==> src/rtl/stopwatch_ctrl.sv <==
// rtl/stopwatch_ctrl.sv - two-button mode controller for the seconds stopwatch
//
// Purpose:
//   Debounces buttons A (start/stop) and B (lap/reset), runs the IDLE/RUN/LAP/PAUSED
//   mode FSM, issues one-cycle start_stop / sw_reset commands, freezes the display
//   on a lap value and flags disagreement with the stopwatch's running flag.
//
// Ports:
//   clk              system clock
//   rst_n            asynchronous active-low reset
//   i_btn_a          raw button A (start/stop), active-high, asynchronous
//   i_btn_b          raw button B (lap/reset), active-high, asynchronous
//   i_seconds_in     live seconds count from the stopwatch (0-59)
//   i_running_in     running flag from the stopwatch
//   o_start_stop     one-cycle toggle command
//   o_sw_reset       one-cycle synchronous-reset command
//   o_disp_seconds   value to display (lap value while frozen)
//   o_lap_active     high while the display is frozen on a lap value
//   o_mode           0 IDLE, 1 RUN, 2 LAP, 3 PAUSED
//   o_sync_err       sticky expected/reported running mismatch

module stopwatch_ctrl #(
    parameter int DEBOUNCE_CYCLES = 500_000,
    parameter int LONG_CYCLES     = 100_000_000
) (
    input  logic       clk,
    input  logic       rst_n,
    input  logic       i_btn_a,
    input  logic       i_btn_b,
    input  logic [6:0] i_seconds_in,
    input  logic       i_running_in,
    output logic       o_start_stop,
    output logic       o_sw_reset,
    output logic [6:0] o_disp_seconds,
    output logic       o_lap_active,
    output logic [1:0] o_mode,
    output logic       o_sync_err
);

    localparam int DB_W = (DEBOUNCE_CYCLES > 2) ? $clog2(DEBOUNCE_CYCLES) : 1;
    localparam int LG_W = $clog2(LONG_CYCLES);
    localparam logic [DB_W-1:0] DB_LAST = DB_W'(DEBOUNCE_CYCLES - 1);
    localparam logic [LG_W-1:0] LG_LAST = LG_W'(LONG_CYCLES - 1);

    typedef enum logic [1:0] {
        IDLE   = 2'd0,
        RUN    = 2'd1,
        LAP    = 2'd2,
        PAUSED = 2'd3
    } mode_t;

    // Button index 0 = A, 1 = B.
    logic [1:0]      r_sync1;
    logic [1:0]      r_sync2;
    logic [1:0]      r_lvl;
    logic [1:0]      r_lvl_d;
    logic [1:0]      r_ev;
    logic [DB_W-1:0] r_db_cnt [2];

    logic [LG_W-1:0] r_long_cnt;
    logic            r_long_done;

    mode_t           r_mode;
    logic            r_start_stop;
    logic            r_sw_reset;
    logic            r_pulse_d;
    logic [6:0]      r_lap_hold;
    logic [6:0]      r_disp;
    logic            r_lap_active;
    logic            r_sync_err;

    mode_t           w_next_mode;
    logic            w_ss_nxt;
    logic            w_rst_nxt;
    logic            w_lap_cap;
    logic [6:0]      w_lap_hold_nxt;
    logic            w_a_ev;
    logic            w_b_ev;
    logic            w_long_fire;
    logic            w_exp_run;
    logic            w_chk_en;

    assign w_a_ev      = r_ev[0];
    assign w_b_ev      = r_ev[1];
    // Fires once per hold, LONG_CYCLES edges after debounced B rose.
    assign w_long_fire = r_lvl[1] & ~r_long_done & (r_long_cnt == LG_LAST);

    // Synchronizers, debouncers and registered press events.
    always_ff @(posedge clk or negedge rst_n) begin
        if (!rst_n) begin
            r_sync1     <= '0;
            r_sync2     <= '0;
            r_lvl       <= '0;
            r_lvl_d     <= '0;
            r_ev        <= '0;
            r_db_cnt[0] <= '0;
            r_db_cnt[1] <= '0;
            r_long_cnt  <= '0;
            r_long_done <= 1'b0;
        end else begin
            r_sync1 <= {i_btn_b, i_btn_a};
            r_sync2 <= r_sync1;
            r_lvl_d <= r_lvl;
            r_ev    <= r_lvl & ~r_lvl_d;
            for (int i = 0; i < 2; i++) begin
                if (r_sync2[i] == r_lvl[i]) begin
                    r_db_cnt[i] <= '0;
                end else if (r_db_cnt[i] == DB_LAST) begin
                    r_lvl[i]    <= r_sync2[i];
                    r_db_cnt[i] <= '0;
                end else begin
                    r_db_cnt[i] <= r_db_cnt[i] + 1'b1;
                end
            end
            if (!r_lvl[1]) begin
                r_long_cnt  <= '0;
                r_long_done <= 1'b0;
            end else if (!r_long_done) begin
                if (r_long_cnt == LG_LAST) r_long_done <= 1'b1;
                else                       r_long_cnt  <= r_long_cnt + 1'b1;
            end
        end
    end

    // State register plus registered command/display outputs.
    always_ff @(posedge clk or negedge rst_n) begin
        if (!rst_n) begin
            r_mode       <= IDLE;
            r_start_stop <= 1'b0;
            r_sw_reset   <= 1'b0;
            r_pulse_d    <= 1'b0;
            r_lap_hold   <= '0;
            r_disp       <= '0;
            r_lap_active <= 1'b0;
            r_sync_err   <= 1'b0;
        end else begin
            r_mode       <= w_next_mode;
            r_start_stop <= w_ss_nxt;
            r_sw_reset   <= w_rst_nxt;
            r_pulse_d    <= r_start_stop | r_sw_reset;
            r_lap_hold   <= w_lap_hold_nxt;
            r_lap_active <= (w_next_mode == LAP);
            // Display switches in the same cycle as lap_active.
            r_disp       <= (w_next_mode == LAP) ? w_lap_hold_nxt : i_seconds_in;
            if (w_rst_nxt)
                r_sync_err <= 1'b0;
            else if (w_chk_en && (i_running_in != w_exp_run))
                r_sync_err <= 1'b1;
        end
    end

    // Next-state logic; a long-press fire outranks A, and A outranks B.
    always_comb begin
        w_next_mode = r_mode;
        if (w_long_fire) begin
            w_next_mode = IDLE;
        end else if (w_a_ev) begin
            case (r_mode)
                IDLE:    w_next_mode = RUN;
                RUN:     w_next_mode = PAUSED;
                LAP:     w_next_mode = PAUSED;
                default: w_next_mode = RUN;
            endcase
        end else if (w_b_ev) begin
            case (r_mode)
                RUN:     w_next_mode = LAP;
                LAP:     w_next_mode = RUN;
                PAUSED:  w_next_mode = IDLE;
                default: w_next_mode = r_mode;
            endcase
        end
    end

    // Output decisions, registered in the state-register process.
    always_comb begin
        w_ss_nxt       = 1'b0;
        w_rst_nxt      = 1'b0;
        w_lap_cap      = 1'b0;
        w_lap_hold_nxt = r_lap_hold;
        if (w_long_fire) begin
            w_rst_nxt = 1'b1;
        end else if (w_a_ev) begin
            w_ss_nxt = 1'b1;
        end else if (w_b_ev) begin
            w_rst_nxt = (r_mode == PAUSED);
            w_lap_cap = (r_mode == RUN);
        end
        if (w_long_fire)    w_lap_hold_nxt = '0;
        else if (w_lap_cap) w_lap_hold_nxt = i_seconds_in;
    end

    // The stopwatch reacts one edge after a command, so skip the pulse cycle and the next.
    assign w_exp_run = (r_mode == RUN) || (r_mode == LAP);
    assign w_chk_en  = ~(r_start_stop | r_sw_reset | r_pulse_d);

    assign o_start_stop   = r_start_stop;
    assign o_sw_reset     = r_sw_reset;
    assign o_disp_seconds = r_disp;
    assign o_lap_active   = r_lap_active;
    assign o_mode         = r_mode;
    assign o_sync_err     = r_sync_err;

endmodule

==> config.mk <==
export PLATFORM = sky130hd
export DESIGN_NAME = stopwatch_ctrl
export DESIGN_NICKNAME = d
export VERILOG_FILES = /design/src/rtl/stopwatch_ctrl.sv
export SDC_FILE = /design/constraint.sdc
export NUM_CORES = 1
export LEC_CHECK = 0
export ABC_CLOCK_PERIOD_IN_PS = 6050
export CORE_MARGIN = 1.5
export CORE_UTILIZATION = 40
export CTS_CLUSTER_DIAMETER = 40
export DETAILED_ROUTE_END_ITERATION = 8
export PLACE_DENSITY = 0.67
export SETUP_SLACK_MARGIN = 0.02
export SYNTH_ARGS = -nofsm -noshare
export SYNTH_HDL_FRONTEND = slang
export SYNTH_SLANG_ARGS = --single-unit
==> constraint.sdc <==
create_clock -name clk -period 6.05 [get_ports clk]
set_input_delay 0.605 -clock clk [delete_from_list [all_inputs] [get_ports clk]]
set_output_delay 0.605 -clock clk [all_outputs]
set_load 0.05 [all_outputs]
After elaboration in Yosys (flattened, before gate mapping)
Cells that the tools add are included.
- $add $sub $neg: 3
- eq/ne operators: 12
- muxes and demuxes: 28
- bitwise gates (word level): 10
- reductions and logical operators: 7
- operator list (operator ; count):
    2-to-1 mux 27 bit ; 3
    2-to-1 mux 19 bit ; 4
    adder 19 x 1 -> 19 bit (second input constant) ; 2
    equality test 19 bit (second input constant) ; 2
    adder 27 x 1 -> 27 bit (second input constant) ; 1
    equality test 27 bit (second input constant) ; 1
    2-to-1 mux 7 bit ; 3
    2-to-1 mux 1 bit ; 13
    2-to-1 mux 2 bit ; 4
    equality test 2 bit (second input constant) ; 3
    one-hot mux 2 bit (3 select lines) ; 1
    AND reduction 2 bit ; 3
    != test 2 bit (second input constant) ; 2
    NOT 1 bit ; 4
    bitwise AND 1 bit ; 2
    bitwise AND 2 bit ; 1
    equality test 1 bit ; 2
    equality test 2 x 1 -> 1 bit (second input constant) ; 1
    NOT 2 bit ; 1
    bitwise OR 1 bit ; 2
    nonzero test 2 bit ; 1
    OR reduction 2 bit ; 1
    logical AND 1 bit ; 1
    logical OR 1 bit ; 1
    != test 1 bit ; 1
- register bits after elaboration: 97
- input bits: 12
- output and inout bits: 13
- logic and storage cells: 78

Logic depth before layout (Yosys ltp)
- depth after elaboration: 7
- mapped depth: 8
- mapped depth without buffers: 6

Least setup slack after synthesis
No wires, ideal clock.
- kind: register to register
- start: reg r_long_cnt[17]
- end: reg r_long_cnt[0]
- library setup time: 132 ps
- arrival: 2038 ps
- data required time: 5918 ps
- setup slack: 3880 ps
- stages on the path, launching flop included: 8
- path through: dfrtp_1 or4b_4 or4_4 o21bai_2 buf_6 buf_12 xor2_2 nor2_1
- cells in the longest elaborated chain, start to end: 3
- ends and longest elaborated chain (element ; RTL line ; source):
    start, declared ; 60 ; logic [LG_W-1:0] r_long_cnt;
    start signal, assigned ; 120 ; else r_long_cnt <= r_long_cnt + 1'b1;
    equality test 27 bit ; 119 ; if (r_long_cnt == LG_LAST) r_long_done <= 1'b1;
    != test 2 bit (no line) ; n/a ;
    AND reduction 2 bit (no line) ; n/a ;
No other way between the ends.
A chain may end at the register's enable or synchronous reset.

Final worst setup path
- start: reg r_lvl[1]
- end: reg r_disp[4] (netlist: o_disp_seconds[4])
- cells in the longest elaborated chain, start to end: 6
- ends and longest elaborated chain (element ; RTL line ; source):
    start, declared ; 55 ; logic [1:0] r_lvl;
    start signal, assigned by index ; 109 ; r_lvl[i] <= r_sync2[i];
    bitwise AND 1 bit (*) (2 in a row) ; 86 ; assign w_long_fire = r_lvl[1] & ~r_long_done & (r_long_cnt == LG_LAST);
    2-to-1 mux 1 bit ; 180 ; if (w_long_fire) begin
    2-to-1 mux 7 bit ; 189 ; else if (w_lap_cap) w_lap_hold_nxt = i_seconds_in;
    2-to-1 mux 7 bit ; 188 ; if (w_long_fire) w_lap_hold_nxt = '0;
    2-to-1 mux 7 bit (*) ; 144 ; r_disp <= (w_next_mode == LAP) ? w_lap_hold_nxt : i_seconds_in;
    end signal, assigned ; 144 ;
    end, declared ; 68 ; logic [6:0] r_disp;
Every way passes the cells marked *; elsewhere a longest branch is shown, timed or not.

==> run metrics <==
first-pass GRT wire length=15000 um; WL per Instance=14.1 um; Worst Path Arrival=3270 ps; DRT Pass-1 Iters=4; YS warnings=0; antenna violations before repair=0; commonest non-fill, non-tap cells in the layout=dfrtp_1, nor2_1, nand3_1, nand2_1, xor2_1; Synth async-reset ratio=100%; Worst VDD drop=0.000142 V; post-CTS setup buffers=0; vias in the first global route=~3200; pins over their slew limit=0; fmax=329 MHz; kind of end point of the critical path=register; RSZ-0062 raised after global routing=false; Die Y=between 100 and 150 um; Fin. Hold Viols=0; DRC=0; H-tree Lvls=3; CTS tree=yes; Worst Skew=4.89 ps; Initial Utilization=41.5%; Post-synth EDFFs=0; post-synthesis cell type count=52; CP max-delay cell=dfrtp_1; # setup viols final=0; Placer Congestion=~0.8; crit share post-route=50.2%; io pins=25; worst skew pair latency=~350 ps; Iter 0 DRT Violations=139; register bit total from synthesis=97; Antenna Cells=0; HPWL after DPL=5790 um; total power=around 0.0013 W; Layout Utilization=47.7%; CTS root buffer=clkbuf_16; Slew Limit Headroom=39.8%; P_leak=2.09 nW; max cap viols=0; CP max stage delay=780 ps; maximum net fanout on the critical path=22; largest net degree at the start of global routing=67; aggregate global-route resource usage=16.0%; Worst path top cell family by delay=simple AND/OR/NAND/NOR gates; syn avg cell area=10.2 um2; Post-CTS Hold Buffers=0; sequential share of the synthesized area=53.5%; FILL cells=~1000; Most used DFF post-synth=dfrtp_1; Die X=110 um; layout net count=between 400 and 500; Clock transition at path regs=60 ps; share of cells above drive strength 1=9.96%; kind of critical path=reg2reg; vias per cell=about 5.3; cts bufs inserted=9; Worst-Margin Slew=895 ps; Mapped Nets=462; Core Box Area=10900 um2; Mapped Area=4540 um2; number of port buffers=24; Min-Delay Path Class=in2async; # clock sinks=97; Post-Route WL=8650 um; vias post-DR=3263; PwrDens=252 nW/um2; Syn Inst Count=444; full die area=12000 um2; PostCTS Resize Cnt=0; critical path required time=6280 ps; CTS max path bufs=2; commonest non-fill, non-tap cell in the layout=dfrtp_1; area grow syn2layout=14.9%; Antenna Nets Post-Route=0; minimum clock period=3040 ps; outcome=finished clean; row count=38; setup TNS=0 ps; type of origin of the critical path=register; WP buf/inv=2; GRT overflow=0; critical path cell sequence=inv_1, or3_1, nor4_2, buf_4, or4b_1, mux2_2
-- path summary, 6_finish.rpt --
| check | start | end | slack [ps] | depth (start not counted) |
|---|---|---|---|---|
| max in group asynchronous | rst_n | r_lap_hold[0]$_DFF_PN0_ | 4720 | 2 |
| max reg2reg | r_lvl[1]$_DFFE_PN0P_ | o_disp_seconds[4]$_DFF_PN0_ | 3010 | 6 |
| min in group clk | r_sync1[1]$_DFF_PN0_ | r_sync2[1]$_DFF_PN0_ | 360 | 0 |
| min reg2reg | r_sync1[1]$_DFF_PN0_ | r_sync2[1]$_DFF_PN0_ | 360 | 0 |
| max | r_lvl[1]$_DFFE_PN0P_ | o_disp_seconds[4]$_DFF_PN0_ | 3010 | 6 |
| min | rst_n | r_db_cnt[28]$_DFF_PN0_ | 180 | 1 |
-- cells in the mapped netlist (2+ instances only) --
cell type / instances / area share, %
or3_1: 2 / 0.28
a211oi_1: 3 / 0.50
buf_2: 2 / 0.22
nand2_1: 32 / 2.6
nor4_1: 10 / 1.4
nand4b_1: 4 / 0.77
nor4b_1: 2 / 0.39
nand2b_1: 8 / 1.1
or2_2: 3 / 0.41
and3_1: 2 / 0.28
o21ai_0: 7 / 0.77
a21oi_2: 3 / 0.58
nand4_1: 20 / 2.8
and2_1: 2 / 0.28
o211ai_1: 3 / 0.50
nor2b_1: 4 / 0.55
inv_1: 9 / 0.74
nor2_1: 70 / 5.8
o31ai_1: 6 / 0.99
nor3_1: 6 / 0.66
a21oi_1: 13 / 1.4
o21ai_1: 2 / 0.22
clkbuf_1: 9 / 0.74
mux2_2: 8 / 2.0
xnor2_1: 17 / 3.3
nand3b_1: 2 / 0.33
o21a_1: 2 / 0.33
and4_1: 2 / 0.39
ha_1: 6 / 1.7
nand3_1: 34 / 3.7
xor2_1: 28 / 5.4
dfrtp_1: 97 / 53
or4_1: 3 / 0.50
or3_2: 5 / 0.83
-- layer usage --
metal  track usage (%)  share of wire, %
met5                 0                 0
met4              6.31               1.4
met3              3.91               3.3
met2              26.1                48
met1              20.4                47
-- final cells by class --
type | instances | area, um2 | share of cell area (%)
Sequential cell | 97 | 2430 | 46.6
Multi-Input combinational cell | 324 | 2010 | 38.5
Timing Repair Buffer | 26 | 253 | 4.85
Clock buffer | 9 | 225 | 4.32
Tap cell | 140 | 175 | 3.36
Clock inverter | 7 | 93.8 | 1.80
Inverter | 9 | 33.8 | 0.648
-- metrics by stage --
step	hold WS (ps)	worst slack, ps	cell area [um2]	instances
6_report	184	3010	5210	612
5_1_grt	214	2830	5210	612
4_1_cts	192	2980	5210	612
3_5_place_dp	351	2980	4890	596
3_3_place_gp	339	3150	4890	596
2_1_floorplan	309	3880	4540	444
-- cell families (layout without fill, tap and decap cells) --
logic type | count (synthesis) | in the layout | share of synthesized area [%]
AND/OR/NAND/NOR | 218 | 218 | 24.7
flip-flops | 97 | 97 | 53.5
XOR/XNOR | 46 | 46 | 9.04
AO/OA/AOI/OAI | 45 | 45 | 6.45
buffers and inverters | 23 | 51 | 2.48
multiplexers | 9 | 9 | 2.21
adder cells (fa/ha/maj) | 6 | 6 | 1.65
-- power breakdown --
group	switching [W]	internal, W	total (W)	leakage [nW]
sequential	0.00000472	0.000655	0.000660	1.28
combinational	0.0000311	0.0000163	0.0000475	0.653
clock	0.000247	0.000362	0.000609	0.152
total	0.000283	0.00103	0.00132	2.09
-- state kept, by name, indices dropped and copies added (netlist names), 7 cells and up --
| register | flops |
|---|---|
| o_disp_seconds | 7 |
| r_long_cnt | 27 |
| r_lap_hold | 7 |
| r_db_cnt | 38 |
No activity file was read; power rests on OpenSTA's default activity.
